$ cat config.mk
export PLATFORM = sky130hd
export DESIGN_NAME = cmp_sort_engine
export DESIGN_NICKNAME = d
export VERILOG_FILES = /design/src/rtl/cmp_sort_engine.sv
export SDC_FILE = /design/constraint.sdc
export NUM_CORES = 1
export LEC_CHECK = 0
export ABC_AREA = 1
export ABC_CLOCK_PERIOD_IN_PS = 4000
export CORE_MARGIN = 3
export CORE_UTILIZATION = 55
export CTS_BUF_LIST = sky130_fd_sc_hd__clkbuf_4 sky130_fd_sc_hd__clkbuf_8 sky130_fd_sc_hd__clkbuf_16
export DETAILED_ROUTE_END_ITERATION = 7
export GPL_TIMING_DRIVEN = 0
export HOLD_SLACK_MARGIN = 0.05
export PLACE_DENSITY = 0.73
export SYNTH_ARGS = -nofsm -noshare
export SYNTH_HDL_FRONTEND = slang
export SYNTH_SLANG_ARGS = --single-unit
$ cat constraint.sdc
create_clock -name clk -period 4 [get_ports clk]
set_input_delay 1.2 -clock clk [delete_from_list [all_inputs] [get_ports clk]]
set_output_delay 1.2 -clock clk [all_outputs]
set_load 0.01 [all_outputs]
$ cat src/rtl/cmp_sort_engine.sv
// Block sorter: load DEPTH words, bubble-sort in place with one shared comparator, then stream out.
// Latency is DEPTH-1 to DEPTH(DEPTH-1)/2 sort cycles per block; output holds under out_ready=0; no input accepted outside LOAD.
module cmp_sort_engine #(
   parameter int WIDTH   = 4,
   parameter int DEPTH   = 8,
   parameter bit DESCEND = 1'b0
) (
   input  logic                     clk,
   input  logic                     rst_n,
   input  logic                     in_valid,
   output logic                     in_ready,
   input  logic [WIDTH-1:0]         in_data,
   output logic                     out_valid,
   input  logic                     out_ready,
   output logic [WIDTH-1:0]         out_data,
   output logic                     out_last,
   output logic                     busy,
   output logic [$clog2(DEPTH):0]   pass_cnt
);

   localparam int CW = $clog2(DEPTH) + 1;
   localparam int AW = $clog2(DEPTH);
   localparam logic [CW-1:0] LAST_IDX = CW'(DEPTH - 1);

   typedef enum logic [1:0] {S_LOAD, S_SORT, S_DRAIN} state_t;

   state_t           state_q, state_d;
   logic [WIDTH-1:0] buf_q [DEPTH];
   logic [WIDTH-1:0] buf_d [DEPTH];
   logic [CW-1:0]    wr_idx_q, wr_idx_d;
   logic [CW-1:0]    rd_idx_q, rd_idx_d;
   logic [CW-1:0]    i_q, i_d;
   logic [CW-1:0]    lim_q, lim_d;
   logic             swapped_q, swapped_d;
   logic [CW-1:0]    pass_cnt_q, pass_cnt_d;
   logic             out_valid_q, out_valid_d;
   logic [WIDTH-1:0] out_data_q, out_data_d;
   logic             out_last_q, out_last_d;

   logic [AW-1:0]    ia, ib;
   logic [WIDTH-1:0] cmp_a, cmp_b;
   logic             cmp_eq, cmp_lt, cmp_gt, swap;
   logic             end_of_pass, sort_done;
   logic             accept, load_done, out_fire, drain_done;
   logic [CW-1:0]    rd_next;

   // The single shared comparator, steered to the current adjacent pair.
   assign ia     = i_q[AW-1:0];
   assign ib     = ia + AW'(1);
   assign cmp_a  = buf_q[ia];
   assign cmp_b  = buf_q[ib];
   assign cmp_eq = (cmp_a == cmp_b);
   assign cmp_lt = (cmp_a < cmp_b);
   assign cmp_gt = !(cmp_lt || cmp_eq);
   assign swap   = DESCEND ? cmp_lt : cmp_gt;

   assign end_of_pass = (i_q == lim_q - CW'(1));
   assign sort_done   = end_of_pass && (!(swapped_q || swap) || (lim_q == CW'(1)));
   assign accept      = in_valid && (state_q == S_LOAD);
   assign load_done   = accept && (wr_idx_q == LAST_IDX);
   assign out_fire    = out_valid_q && out_ready && (state_q == S_DRAIN);
   assign drain_done  = out_fire && (rd_idx_q == LAST_IDX);
   assign rd_next     = rd_idx_q + CW'(1);

   always_ff @(posedge clk or negedge rst_n) begin
      if (!rst_n) state_q <= S_LOAD;
      else        state_q <= state_d;
   end

   always_comb begin
      state_d = state_q;
      case (state_q)
         S_LOAD:  if (load_done)  state_d = S_SORT;
         S_SORT:  if (sort_done)  state_d = S_DRAIN;
         S_DRAIN: if (drain_done) state_d = S_LOAD;
         default:                 state_d = S_LOAD;
      endcase
   end

   always_comb begin
      in_ready = (state_q == S_LOAD);
      busy     = (state_q == S_SORT);
   end

   always_comb begin
      buf_d       = buf_q;
      wr_idx_d    = wr_idx_q;
      rd_idx_d    = rd_idx_q;
      i_d         = i_q;
      lim_d       = lim_q;
      swapped_d   = swapped_q;
      pass_cnt_d  = pass_cnt_q;
      out_valid_d = out_valid_q;
      out_data_d  = out_data_q;
      out_last_d  = out_last_q;
      case (state_q)
         S_LOAD: begin
            if (accept) begin
               buf_d[wr_idx_q[AW-1:0]] = in_data;
               wr_idx_d = wr_idx_q + CW'(1);
               // pass_cnt of the previous block stays visible until new data arrives
               if (wr_idx_q == '0) pass_cnt_d = '0;
            end
            if (load_done) begin
               wr_idx_d  = '0;
               i_d       = '0;
               lim_d     = LAST_IDX;
               swapped_d = 1'b0;
            end
         end
         S_SORT: begin
            if (swap) begin
               buf_d[ia] = cmp_b;
               buf_d[ib] = cmp_a;
               swapped_d = 1'b1;
            end
            if (end_of_pass) begin
               pass_cnt_d = pass_cnt_q + CW'(1);
               if (sort_done) begin
                  i_d         = '0;
                  lim_d       = '0;
                  swapped_d   = 1'b0;
                  rd_idx_d    = '0;
                  out_valid_d = 1'b1;
                  out_data_d  = buf_d[0];
                  out_last_d  = 1'b0;
               end else begin
                  lim_d     = lim_q - CW'(1);
                  i_d       = '0;
                  swapped_d = 1'b0;
               end
            end else begin
               i_d = i_q + CW'(1);
            end
         end
         S_DRAIN: begin
            if (drain_done) begin
               rd_idx_d    = '0;
               out_valid_d = 1'b0;
               out_last_d  = 1'b0;
            end else if (out_fire) begin
               rd_idx_d   = rd_next;
               out_data_d = buf_q[rd_next[AW-1:0]];
               out_last_d = (rd_next == LAST_IDX);
            end
         end
         default: ;
      endcase
   end

   always_ff @(posedge clk or negedge rst_n) begin
      if (!rst_n) begin
         wr_idx_q    <= '0;
         rd_idx_q    <= '0;
         i_q         <= '0;
         lim_q       <= '0;
         swapped_q   <= 1'b0;
         pass_cnt_q  <= '0;
         out_valid_q <= 1'b0;
         out_data_q  <= '0;
         out_last_q  <= 1'b0;
      end else begin
         wr_idx_q    <= wr_idx_d;
         rd_idx_q    <= rd_idx_d;
         i_q         <= i_d;
         lim_q       <= lim_d;
         swapped_q   <= swapped_d;
         pass_cnt_q  <= pass_cnt_d;
         out_valid_q <= out_valid_d;
         out_data_q  <= out_data_d;
         out_last_q  <= out_last_d;
      end
   end

   always_ff @(posedge clk) begin
      buf_q <= buf_d;
   end

   assign out_valid = out_valid_q;
   assign out_data  = out_data_q;
   assign out_last  = out_last_q;
   assign pass_cnt  = pass_cnt_q;

endmodule

# ---- Word-level counts from Yosys, hierarchy flattened
# Cells that the tools add are included.
# Widths: inputs -> output; s select.
dict set report op_classes {
  n_addsub 6
  order_cmp 8
  n_eq_ne 19
  n_mux 61
  bitwise_logic 4
  n_reduce_logical 30
}
# op count
set ops {}
lappend ops {{$mux 4} 27}
lappend ops {{$bwmux 32} 3}
lappend ops {{$mux 32} 2}
lappend ops {{$pmux 32 s2} 1}
lappend ops {{$pmux 4 s2} 5}
lappend ops {{$bmux 4 s3} 3}
lappend ops {{$demux 4 s3} 3}
lappend ops {{$add 4x1->4 const B} 4}
lappend ops {{$ge 4x4->1 const B} 4}
lappend ops {{$not 3->4} 4}
lappend ops {{$eq 4x3->1 const B} 3}
lappend ops {{$lt 4x1->1 const B} 3}
lappend ops {{$reduce_and 3->1} 4}
lappend ops {{$reduce_and 4->1} 3}
lappend ops {{$mux 1} 10}
lappend ops {{$ne 2x1->1 const B} 5}
lappend ops {{$logic_and 1x1->1} 9}
lappend ops {{$eq 4x4->1} 2}
lappend ops {{$ne 2x2->1 const B} 4}
lappend ops {{$mux 2} 3}
lappend ops {{$ne 3x3->1 const B} 2}
lappend ops {{$pmux 1 s2} 3}
lappend ops {{$pmux 2 s3} 1}
lappend ops {{$reduce_and 2->1} 3}
lappend ops {{other kinds (12)} 17}
dict set report totals {
  register_bits 61
  inputBits 8
  wordCells 146
}

# ---- Depth between registers and ports, before layout
# Gate-level depths: netlist of run 1.
dict set report logic_depth {
  word_depth 15
  mapped_depth 22
  depth_no_buf 20
}

# ---- Least setup slack after synthesis of run 1
# Ideal clock, no wire load.
dict set report synth_path {
  path_type {register -> register}
  start {register i_q[1]}
  end {register buf_q[4] (netlist bit) (enable)}
  setup_ns 0.374
  arrival_ns 2.948
  required_ns 3.626
  slack_ns 0.678
  stages_incl_launch_ff 19
  n_path_buf 2
  period_less_slack_ns 3.322
  cell_sequence {dfrtp_1 > ha_1 > buf_4 > inv_1 > buf_2 > nand2_1 > nand2_1 > nand2_1 > nand2_1 > inv_1 > ha_1 > inv_1 > o21bai_1 > nand2_1 > a21boi_4 > nand2_2 > nand2_1 > inv_1 > a221oi_1}
}
dict set report synth_between {
  elab_chain_len 9
  word_cells_on_any_way 14
  classes_between {add/sub (1); order compare (1); eq/ne (2); mux (6); bitwise (2); reduce/logical (2)}
}
# item line_no
set synth_rtl {}
lappend synth_rtl {{start, declared} 32} ;# logic [CW-1:0] i_q, i_d;
lappend synth_rtl {{start signal, assigned} 165} ;# i_q <= i_d;
lappend synth_rtl {{$add 3x1->3} 49} ;# assign ib = ia + AW'(1);
lappend synth_rtl {{$not 3->4 (not written as such)} 51} ;# assign cmp_b = buf_q[ib];
lappend synth_rtl {{$bmux 4 s3} 51}
lappend synth_rtl {{$mux 4 (not written as such) (2 in a row)} 51}
lappend synth_rtl {{$lt 4x4->1 or $eq 4x4->1 (tied branches)} {53, 52}}
lappend synth_rtl {{$logic_or 1x1->1 *} 54} ;# assign cmp_gt = !(cmp_lt || cmp_eq);
lappend synth_rtl {{$ne 2x2->1 (no source line) *} -}
lappend synth_rtl {{$reduce_and 3->1 (no source line) *} -}
lappend synth_rtl {{end signal, assigned} 176} ;# buf_q <= buf_d;
lappend synth_rtl {{end, declared} 28} ;# logic [WIDTH-1:0] buf_q [DEPTH];
# Mark *: on every way between the ends. The rest lies on a longest branch, timed or not. The select of a mux whose other input is x is not followed.
# A chain may end at the register's enable or synchronous reset.

# ---- Worst setup path in the final report of run 1
dict set report layout_path {
  start {register i_q[1]}
  end {register buf_q[0] (netlist bit) (enable)}
}
# The elaborated chain is that of the path after synthesis.

==> qor.csv, run 1 <==
stage,metric,value,unit
run_status,status,"complete, no violations",
die,Rows,33,
critical_path,Worst setup EP type,flip-flop,
timing,Slew HR,0.548,
critical_path,CP max FO,10,
grt,global route overflow,0,
timing,Final Hold Fails,0,
hold_path,Hold Crit Start,out_last$_DFFE_PN0P_,
hold_path,Hold Path End,out_last$_DFFE_PN0P_,
die,area of the core,8260,um2
critical_path,CP required,4.03,ns
grt,vias in the first global route,4628,
cells_and_area,Syn-to-layout area delta,12.9,%
logic_synthesis,"Seq/Total Area, Yosys",0.357,
logic_synthesis,unique cell type count in the Yosys netlist,41,
timing,RSZ-0062 raised after global routing,false,
critical_path,Crit Path Class,flip-flop to flip-flop,
route,# DRC,0,
logic_synthesis,number of synthesized flops with an enable pin,32,
route,Via Count,4934,
logic_synthesis,gate count of the mapped netlist,701,
grt,total track usage,0.302,
die,height of the die,98.6,um
logic_synthesis,Mapped Nets,721,
die,Ports,20,
placed_design,Setup Slack @ Placement,-0.268,ns
timing,Tcrit/Tclk final,0.952,
timing,Final setup violation count,0,
route,DRT iter0 DRCs,534,
route,vias per cell,5.85,
grt,first-pass GRT wire length,23000,um
clock_network,CTS Sinks,61,
grt,largest net degree at the start of global routing,30,
clock_network,clock slew at reported path FFs,0.08,ns
placed_design,HPWL Detailed,10800,um
logic_synthesis,number of synthesis warnings,0,
timing,final slew viol count,0,
route,Routed Wire Length,14500,um
critical_path,reg2reg end,buf_q[0]$_DFFE_PP_,
hold_path,Worst Hold Depth,2,
logic_synthesis,Synth Cell Area,4720,um2
grt,initial antenna violation count,0,
critical_path,FF-to-FF path depth,18,
critical_path,FF-to-FF setup slack,0.19,ns
critical_path,WP data arrival,3.83,ns
hold_path,worst hold path type,flip-flop to flip-flop,
route,Routed Antenna Nets,0,
run,Max Cap Viol,0,
timing,worst-margin pin slew,0.678,ns
clock_network,clk buf depth,2,
clock_network,cts hold-fix bufs,0,
critical_path,worst reg2reg startpoint,i_q[1]$_DFFE_PN0P_,
cells_and_area,Filler cells,765,
placed_design,Buffers on Ports,19,
logic_synthesis,"FFs w/ async S/R, synth",0.475,
placed_design,Final GP Congestion,0.994,
cells_and_area,Antenna diodes,0,
clock_network,total CTS buffers,9,
timing,highest clock rate,0.263,GHz
die,Starting Density,0.572,
timing,Setup Skew,0.0152,ns
die,die area,9730,um2
logic_synthesis,"FF+latch count, synth",61,
clock_network,CTS Root Cell,clkbuf_8,
clock_network,clock latency on the worst-skew pair,0.35,ns
clock_network,H-tree Lvls,3,
logic_synthesis,Main synth FF type,edfxtp_1,
critical_path,CP Launch Type,flip-flop,
logic_synthesis,Mapped Avg Cell Area,6.73,um2
route,DR pass1 iterations,5,
route,DR WL/cell,17.2,um
timing,final worst slack,0.194,ns
timing,fin crit period,3.81,ns
clock_network,CTS tree,built,
cells_and_area,share of layout cells above drive strength 1,0.112,
cells_and_area,NumNets Final,753,
die,die width,98.6,um
## state kept, by name, summed over array words and instances, names as in the netlist
register   cells
state_q        2
buf_q         32
pass_cnt       4
lim_q          4
wr_idx_q       4
i_q            4
out_data       4
out_valid      1
swapped_q      1
rd_idx_q       4
out_last       1
## per-layer routing
layer / vias to the layer above / track usage / wire length [um]
met5: - / 0 / 0
met4: 0 / 0.124 / 375
met3: 32 / 0.0814 / 1760
met2: 292 / 0.456 / 6490
met1: 2234 / 0.413 / 5910
li1: 2376 / - / -
## synth_stat cells (all sizes together) (7+ instances only)
library cell  instances  area [um2]
a21oi                 9        45.0
o21ai               108         544
dfrtp                29         726
nor3                  7        40.0
nand3                24         148
buf                  19         126
edfxtp               32         961
o22ai                22         138
nand2               293        1140
inv                  63         239
ha                   12         150
nor2                 49         201
## cell usage in the layout (no fill, tap or decap), types with 5 or more instances in the layout
| master | instances |
|---|---|
| o21ai_0 | 106 |
| o22ai_1 | 22 |
| edfxtp_1 | 32 |
| clkbuf_8 | 9 |
| inv_1 | 53 |
| ha_1 | 12 |
| nor3_1 | 6 |
| buf_2 | 10 |
| buf_4 | 8 |
| a21oi_1 | 8 |
| o211ai_1 | 5 |
| clkdlybuf4s50_1 | 18 |
| dfrtp_1 | 28 |
| nor2_1 | 46 |
| inv_2 | 9 |
| nand2_1 | 281 |
| nand2_2 | 9 |
| nand3_1 | 20 |
## metrics by stage
step | hold WS (ns) | utilization | instances | instance area [um2] | TNS, ns
after floorplan | 0.464 | - | 701 | 4720 | 0
after detailed placement | 0.467 | 0.610 | 825 | 5040 | -4.55
final | 0.481 | 0.645 | 843 | 5330 | 0
after CTS | 0.486 | 0.642 | 841 | 5300 | 0
after global placement | 0.461 | 0.610 | 825 | 5040 | -2.24
after global routing | 0.520 | 0.645 | 843 | 5330 | 0
## worst max-delay path, stage by stage, from the launching register on
cell and delay, ns:
dfrtp_2 0.48, ha_1 0.29, buf_4 0.18, inv_1 0.12, buf_4 0.21, nand2_1 0.07
nand2_1 0.07, nand2_1 0.05, nand2_1 0.12, inv_1 0.17, ha_1 0.33, nand2_1 0.07
inv_1 0.04, nand3_1 0.12, a21boi_4 0.29, nand2_4 0.16, nand2_2 0.18, o21ai_0 0.19
a31oi_2 0.32
## worst max-delay path by stage
stage / from / end / slack [ns] / cells past startpoint
floorplan: i_q[1]$_DFFE_PN0P_ / buf_q[4]$_DFFE_PP_ / 0.68 / 18
finish: i_q[1]$_DFFE_PN0P_ / buf_q[0]$_DFFE_PP_ / 0.19 / 18
global route: i_q[1]$_DFFE_PN0P_ / buf_q[1]$_DFFE_PP_ / 0.02 / 18
detailed placement: i_q[1]$_DFFE_PN0P_ / buf_q[8]$_DFFE_PP_ / -0.27 / 18
CTS: i_q[1]$_DFFE_PN0P_ / buf_q[1]$_DFFE_PP_ / 0.006 / 18
global placement: i_q[1]$_DFFE_PN0P_ / buf_q[8]$_DFFE_PP_ / -0.19 / 18
## logic make-up (layout without fill, tap and decap cells)
group | Yosys count | count (layout) | synth area share
adder cells (fa/ha/maj) | 12 | 12 | 0.0318
XOR/XNOR | 7 | 7 | 0.0146
flip-flops | 61 | 61 | 0.357
AND/OR/NAND/NOR | 380 | 380 | 0.335
AO/OA/AOI/OAI | 154 | 154 | 0.179
buffers and inverters | 87 | 124 | 0.0814
## cell type report
class	instances	area, um2	share of cell area
clock buffer	11	156	0.0293
tap	105	131	0.0246
sequential	61	1690	0.317
inverter	66	251	0.0472
multi-input combinational	553	2710	0.508
clock inverter	5	55.1	0.0103
buffer	21	139	0.0261
timing repair buffer	21	200	0.0376
## what timing repair did
action,in CTS,in global routing
resized for setup,10,7
hold endpoints to repair,0,0
pin swaps,0,1
buffers inserted,0,2
endpoints found under the setup margin,28,42
Power of run 1 is left out: the tool's default activity adds up to more than one toggle a clock period on the data nets, which glitch-free logic cannot reach.
==> run 2: changes to the inputs <==
--- a/config.mk
+++ b/config.mk
@@ -11,9 +11,10 @@
 export CORE_UTILIZATION = 55
 export CTS_BUF_LIST = sky130_fd_sc_hd__clkbuf_4 sky130_fd_sc_hd__clkbuf_8 sky130_fd_sc_hd__clkbuf_16
 export DETAILED_ROUTE_END_ITERATION = 7
+export DONT_BUFFER_PORTS = 1
 export GPL_TIMING_DRIVEN = 0
 export HOLD_SLACK_MARGIN = 0.05
-export PLACE_DENSITY = 0.73
+export PLACE_DENSITY = 0.7
 export SYNTH_ARGS = -nofsm -noshare
 export SYNTH_HDL_FRONTEND = slang
 export SYNTH_SLANG_ARGS = --single-unit
==> run 2 against run 1 <==
Net effect: cell count decreased by 2.3%; highest routed layer unchanged; core utilization decreased by 2.5 points; clock skew increased by 0.0042 ns; critical endpoint unchanged; critical path type unchanged; global-route usage decreased by 0.69 points; routed wire length decreased by 1.3%; clock-buffer cell count decreased by 1; sequential share of layout area increased by 1.3 points; design area decreased by 3.9%; register-to-register slack got worse by 0.02 ns; largest cell class unchanged; critical path depth decreased by 1; setup slack got worse by 0.023 ns; fmax decreased by 0.59%.
==> qor.csv, run 2 (synthesized netlist as in run 1, its figures left out) <==
stage,metric,value,unit
run_status,status,"complete, no violations",
cells_and_area,Top reg by flops,buf_q,
cells_and_area,Filler cells,779,
timing,Setup Skew,0.0194,ns
cells_and_area,Largest register FFs,32,
hold_path,worst hold path type,input port to async pin,
critical_path,CP Launch Type,flip-flop,
timing,fin crit period,3.83,ns
clock_network,clk buf depth,2,
route,Via Count,4908,
critical_path,CP required,4.03,ns
timing,worst-margin pin slew,0.634,ns
grt,total track usage,0.295,
clock_network,CTS Sinks,61,
cells_and_area,"commonest non-fill, non-tap cell in the layout",nand2_1,
critical_path,highest-delay cell along the critical path,dfrtp_2,
grt,global route overflow,0,
die,die area,9730,um2
clock_network,clock latency on the worst-skew pair,0.37,ns
route,DRT iter0 DRCs,457,
critical_path,Critical path origin,i_q[1]$_DFFE_PN0P_,
grt,first-pass GRT wire length,22500,um
critical_path,Crit Path Class,flip-flop to flip-flop,
critical_path,CP max FO,10,
clock_network,clock slew at reported path FFs,0.09,ns
critical_path,Worst setup EP type,flip-flop,
route,vias per cell,5.96,
die,Starting Density,0.572,
timing,Slew HR,0.578,
die,Ports,20,
critical_path,Crit path largest cell delay,0.48,ns
clock_network,total CTS buffers,9,
route,Routed Antenna Nets,0,
clock_network,CTS tree,built,
die,area of the core,8260,um2
timing,Final Hold Fails,0,
placed_design,Final GP Congestion,0.922,
route,Routed Wire Length,14400,um
timing,final slew viol count,0,
grt,initial antenna violation count,0,
timing,Tcrit/Tclk final,0.957,
run,Max Cap Viol,0,
grt,vias in the first global route,4430,
clock_network,CTS Root Cell,clkbuf_8,
cells_and_area,NumNets Final,734,
timing,Sum Neg Setup Slack,0,ns
placed_design,HPWL Detailed,10700,um
cells_and_area,share of layout cells above drive strength 1,0.111,
cells_and_area,Syn-to-layout area delta,8.51,%
critical_path,Worst path top cell family by delay,buffers and inverters,
critical_path,worst reg2reg startpoint,i_q[1]$_DFFE_PN0P_,
timing,highest clock rate,0.261,GHz
grt,met3 usage,0.0594,
die,Rows,33,
route,# DRC,0,
critical_path,WP data arrival,3.86,ns
cells_and_area,most frequent cells in the layout,"nand2_1 (281), o21ai_0 (106), inv_1 (54)",
clock_network,cts hold-fix bufs,0,
cells_and_area,Antenna diodes,0,
placed_design,Buffers on Ports,0,
critical_path,critical-path cell list,ha_1 -> buf_4 -> inv_1 -> clkbuf_4 -> nand2_1 -> nand2_1 -> nand2_1 -> nand2_1 -> inv_1 -> ha_1 -> nand2_1 -> inv_1 -> nand3_1 -> a21boi_4 -> nand2_4 -> clkinv_1 -> a31oi_2,
die,die width,98.6,um
grt,global route hottest layer,met2,
timing,Final setup violation count,0,
die,height of the die,98.6,um
grt,met2 Usage GRT,0.450,
clock_network,H-tree Lvls,3,
grt,GR Util met1,0.410,
critical_path,Worst Path Buf+Inv,6,
route,DR WL/cell,17.4,um
grt,largest net degree at the start of global routing,30,
critical_path,"most used cell, CP",nand2_1,
route,DR pass1 iterations,5,
[run 2: changes by cell type in the layout (fill, tap and decap cells not counted)]
| cell | delta |
|---|---|
| clkinvlp_4 | +1 |
| inv_1 | +1 |
| clkinv_1 | +1 |
| clkbuf_4 | -1 |
| clkinv_2 | -2 |
| inv_2 | -1 |
| inv_4 | +1 |
| buf_4 | -1 |
| clkdlybuf4s50_1 | -18 |
| bufinv_16 | -1 |
| clkinv_4 | +1 |
[run 2: worst register-to-register path: stages (launching register included)]
cell and delay (ns):
dfrtp_2 0.48, ha_1 0.30, buf_4 0.18, inv_1 0.11, clkbuf_4 0.23, nand2_1 0.07
nand2_1 0.07, nand2_1 0.06, nand2_1 0.15, inv_1 0.18, ha_1 0.33, nand2_1 0.05
inv_1 0.07, nand3_1 0.11, a21boi_4 0.18, nand2_4 0.17, clkinv_1 0.34, a31oi_2 0.42
[run 2: worst paths after layout]
check	to	slack, ns	depth (start not counted)
worst min-delay path	rd_idx_q[2]$_DFFE_PN0P_	0.51	0
max in group asynchronous	wr_idx_q[0]$_DFFE_PN0P_	3.39	0
min in group clk	lim_q[1]$_DFFE_PN0P_	0.52	2
worst min register to register	lim_q[1]$_DFFE_PN0P_	0.52	2
worst max register to register	buf_q[0]$_DFFE_PP_	0.17	17
worst max-delay path	buf_q[0]$_DFFE_PP_	0.17	17
[run 2: area by class of cell]
class	instances	area [um2]	share of cell area
multi-input cells	553	2710	0.529
repair buffers	2	15.0	0.00293
inverters	66	250	0.0489
plain buffers	21	136	0.0266
well taps	105	131	0.0257
clock buffers	10	149	0.0291
clock inverters	6	42.5	0.00831
flip-flops and latches	61	1690	0.330
[run 2: stage by stage]
| step | util | hold WS (ns) | cell area [um2] | std cells | setup WS, ns |
|---|---|---|---|---|---|
| global placement | 0.587 | 0.490 | 4850 | 806 | -0.260 |
| floorplan | - | 0.464 | 4720 | 701 | 0.678 |
| global route | 0.620 | 0.515 | 5120 | 824 | -0.0137 |
| finish | 0.620 | 0.515 | 5120 | 824 | 0.171 |
| detailed placement | 0.587 | 0.494 | 4850 | 806 | -0.237 |
| CTS | 0.613 | 0.518 | 5060 | 822 | 0.00215 |
[run 2: what timing repair did]
action                     4_1_cts  5_1_grt
gates cloned                     0        0
pin swaps                        0        1
setup buffers                    0        2
gates resized for setup          5        8
setup endpoints to repair       28       33
[run 2: layer usage]
metal  share of wire  vias to the layer above
met5               0                        -
met3           0.090                       52
met1            0.44                     2265
met4           0.032                        0
li1                -                     2344
met2            0.44                      247
Power of run 2 is left out for the same reason.
==> run 3: changes to the inputs <==
--- a/config.mk
+++ b/config.mk
@@ -7,6 +7,7 @@
 export LEC_CHECK = 0
 export ABC_AREA = 1
 export ABC_CLOCK_PERIOD_IN_PS = 4000
+export CORE_ASPECT_RATIO = 0.8
 export CORE_MARGIN = 3
 export CORE_UTILIZATION = 55
 export CTS_BUF_LIST = sky130_fd_sc_hd__clkbuf_4 sky130_fd_sc_hd__clkbuf_8 sky130_fd_sc_hd__clkbuf_16
==> run 3 against run 2 <==
Net effect: routed wire length up 4.2%; cell count is 0.36% higher; sequential share of layout area fell by 0.15 points; global-route usage up 2.2 points; core utilization rose by 1.3 points; non-clock buffer count unchanged; design area increased by 0.46%; register-to-register slack got worse by 0.06 ns; via count is 2.0% higher; clock-buffer cell count fell by 1; die area hardly changed; worst hold slack improved by 0.0038 ns; highest routed layer unchanged.
==> qor.csv, run 3 (synthesized netlist as in run 1, its figures left out) <==
stage,metric,value,unit
run_status,status,"complete, no violations",
route,DRT iter0 DRCs,681,
grt,vias in the first global route,4336,
critical_path,CP Launch Type,flip-flop,
timing,Final Hold Fails,0,
die,die area,9740,um2
route,DR pass1 iterations,6,
critical_path,Worst Path Buf+Inv,6,
timing,Final setup violation count,0,
route,Via Count,5006,
placed_design,Buffers on Ports,0,
critical_path,highest-delay cell along the critical path,dfrtp_2,
route,Routed Wire Length,15000,um
grt,global route overflow,0,
cells_and_area,Filler cells,729,
cells_and_area,"commonest non-fill, non-tap cell in the layout",nand2_1,
timing,worst-margin pin slew,0.667,ns
timing,RSZ-0062 raised after global routing,true,
cells_and_area,Largest register FFs,32,
critical_path,Critical path origin,i_q[1]$_DFFE_PN0P_,
critical_path,FF-to-FF setup slack,0.12,ns
critical_path,Stages on worst setup path,17,
placed_design,placed instance area,4850,um2
route,DR WL/cell,18.1,um
critical_path,reg2reg end,buf_q[16]$_DFFE_PP_,
critical_path,CP required,4.03,ns
route,Routed Antenna Nets,0,
cells_and_area,Top reg by flops,buf_q,
clock_network,CTS Sinks,61,
die,Ports,20,
cells_and_area,Syn-to-layout area delta,9.01,%
run,Max Cap Viol,0,
critical_path,Worst setup EP type,flip-flop,
route,vias per cell,6.05,
die,Rows,29,
timing,Tcrit/Tclk final,0.971,
placed_design,HPWL Detailed,11000,um
cells_and_area,Antenna diodes,0,
clock_network,H-tree Lvls,3,
clock_network,clock slew at reported path FFs,0.08,ns
die,area of the core,8130,um2
grt,initial antenna violation count,0,
timing,Slew HR,0.556,
grt,largest net degree at the start of global routing,30,
clock_network,clock latency on the worst-skew pair,0.36,ns
die,Starting Density,0.581,
timing,final slew viol count,0,
cells_and_area,NumNets Final,734,
critical_path,Crit path largest cell delay,0.48,ns
cells_and_area,share of layout cells above drive strength 1,0.113,
timing,highest clock rate,0.257,GHz
clock_network,cts hold-fix bufs,0,
critical_path,Crit Path Class,flip-flop to flip-flop,
critical_path,FF-to-FF path depth,17,
route,# DRC,0,
placed_design,Final GP Congestion,0.986,
die,die width,110,um
die,height of the die,88.9,um
grt,total track usage,0.317,
grt,first-pass GRT wire length,23300,um
critical_path,Worst path top cell family by delay,buffers and inverters,
cells_and_area,most frequent cells in the layout,"nand2_1 (280), o21ai_0 (106), inv_1 (54)",
timing,Setup Skew,0.0174,ns
cells_and_area,Multi-input gate area,2720,um2
cells_and_area,Finished Cell Area,5140,um2
clock_network,CTS Root Cell,clkbuf_8,
clock_network,CTS tree,built,
hold_path,worst hold path type,flip-flop to flip-flop,
critical_path,worst reg2reg startpoint,i_q[1]$_DFFE_PN0P_,
clock_network,clk buf depth,2,
cells_and_area,register area,1690,um2
cells_and_area,final core occ,0.633,
critical_path,crit path to,buf_q[16]$_DFFE_PP_,
timing,fin crit period,3.88,ns
critical_path,critical-path cell list,ha_1 -> buf_4 -> inv_1 -> clkbuf_4 -> nand2_1 -> nand2_1 -> nand2_1 -> nand2_1 -> inv_1 -> ha_1 -> nand2_1 -> inv_1 -> nand3_1 -> a21boi_4 -> nand2_4 -> clkinv_1 -> a31oi_2,
critical_path,"most used cell, CP",nand2_1,
critical_path,CP max FO,10,
clock_network,total CTS buffers,9,
critical_path,WP data arrival,3.92,ns
-- run 3: changes by cell type in the layout (fill, tap and decap cells not counted), sizes merged --
cell,previous run,this run
clkinv,5,7
inv,66,64
bufinv,0,1
clkbuf,13,12
-- run 3: how the worst min path moves through the flow --
stage,start,depth (start not counted),endpoint
floorplan,swapped_q$_DFFE_PN0P_,2,swapped_q$_DFFE_PN0P_
global route,rst_n,0,out_valid$_DFFE_PN0P_
global placement,lim_q[1]$_DFFE_PN0P_,2,lim_q[1]$_DFFE_PN0P_
detailed placement,swapped_q$_DFFE_PN0P_,2,swapped_q$_DFFE_PN0P_
finish,swapped_q$_DFFE_PN0P_,2,swapped_q$_DFFE_PN0P_
CTS,swapped_q$_DFFE_PN0P_,2,swapped_q$_DFFE_PN0P_
-- run 3: final cells by class --
| class | instances | share of cell area |
|---|---|---|
| repair buffers | 2 | 0.00292 |
| clock inverters | 7 | 0.0143 |
| well taps | 108 | 0.0263 |
| clock buffers | 9 | 0.0241 |
| flip-flops and latches | 61 | 0.328 |
| plain buffers | 21 | 0.0265 |
| multi-input cells | 553 | 0.529 |
| inverters | 66 | 0.0486 |
-- run 3: repair_timing --
| item | CTS | global route |
|---|---|---|
| resized for setup | 8 | 7 |
| setup buffers | 0 | 2 |
| gates cloned | 0 | 0 |
| pin swaps | 0 | 1 |
| endpoints found under the setup margin | 28 | 38 |
-- run 3: routing by layer --
layer / wire length, um / global-route usage / vias up
met5: 0 / 0 / -
met4: 312 / 0.0680 / 0
met3: 1870 / 0.0642 / 48
met2: 6280 / 0.475 / 313
met1: 6500 / 0.475 / 2317
li1: - / - / 2328
-- run 3: worst reg2reg max path: stages (launching register included) --
cell and delay, ns:
dfrtp_2 0.48, ha_1 0.30, buf_4 0.19, inv_1 0.12, clkbuf_4 0.25, nand2_1 0.08
nand2_1 0.05, nand2_1 0.05, nand2_1 0.19, inv_1 0.20, ha_1 0.31, nand2_1 0.04
inv_1 0.06, nand3_1 0.11, a21boi_4 0.18, nand2_4 0.17, clkinv_1 0.35, a31oi_2 0.44
-- run 3: stage by stage --
step	hold WS, ns	std cells	setup TNS (ns)	setup slack [ns]
detailed placement	0.499	809	-6.07	-0.343
global route	0.522	827	-0.864	-0.0721
global placement	0.490	809	-3.27	-0.259
CTS	0.521	825	0	0.0273
finish	0.518	827	0	0.116
floorplan	0.464	701	0	0.678
Power of run 3 is left out for the same reason.
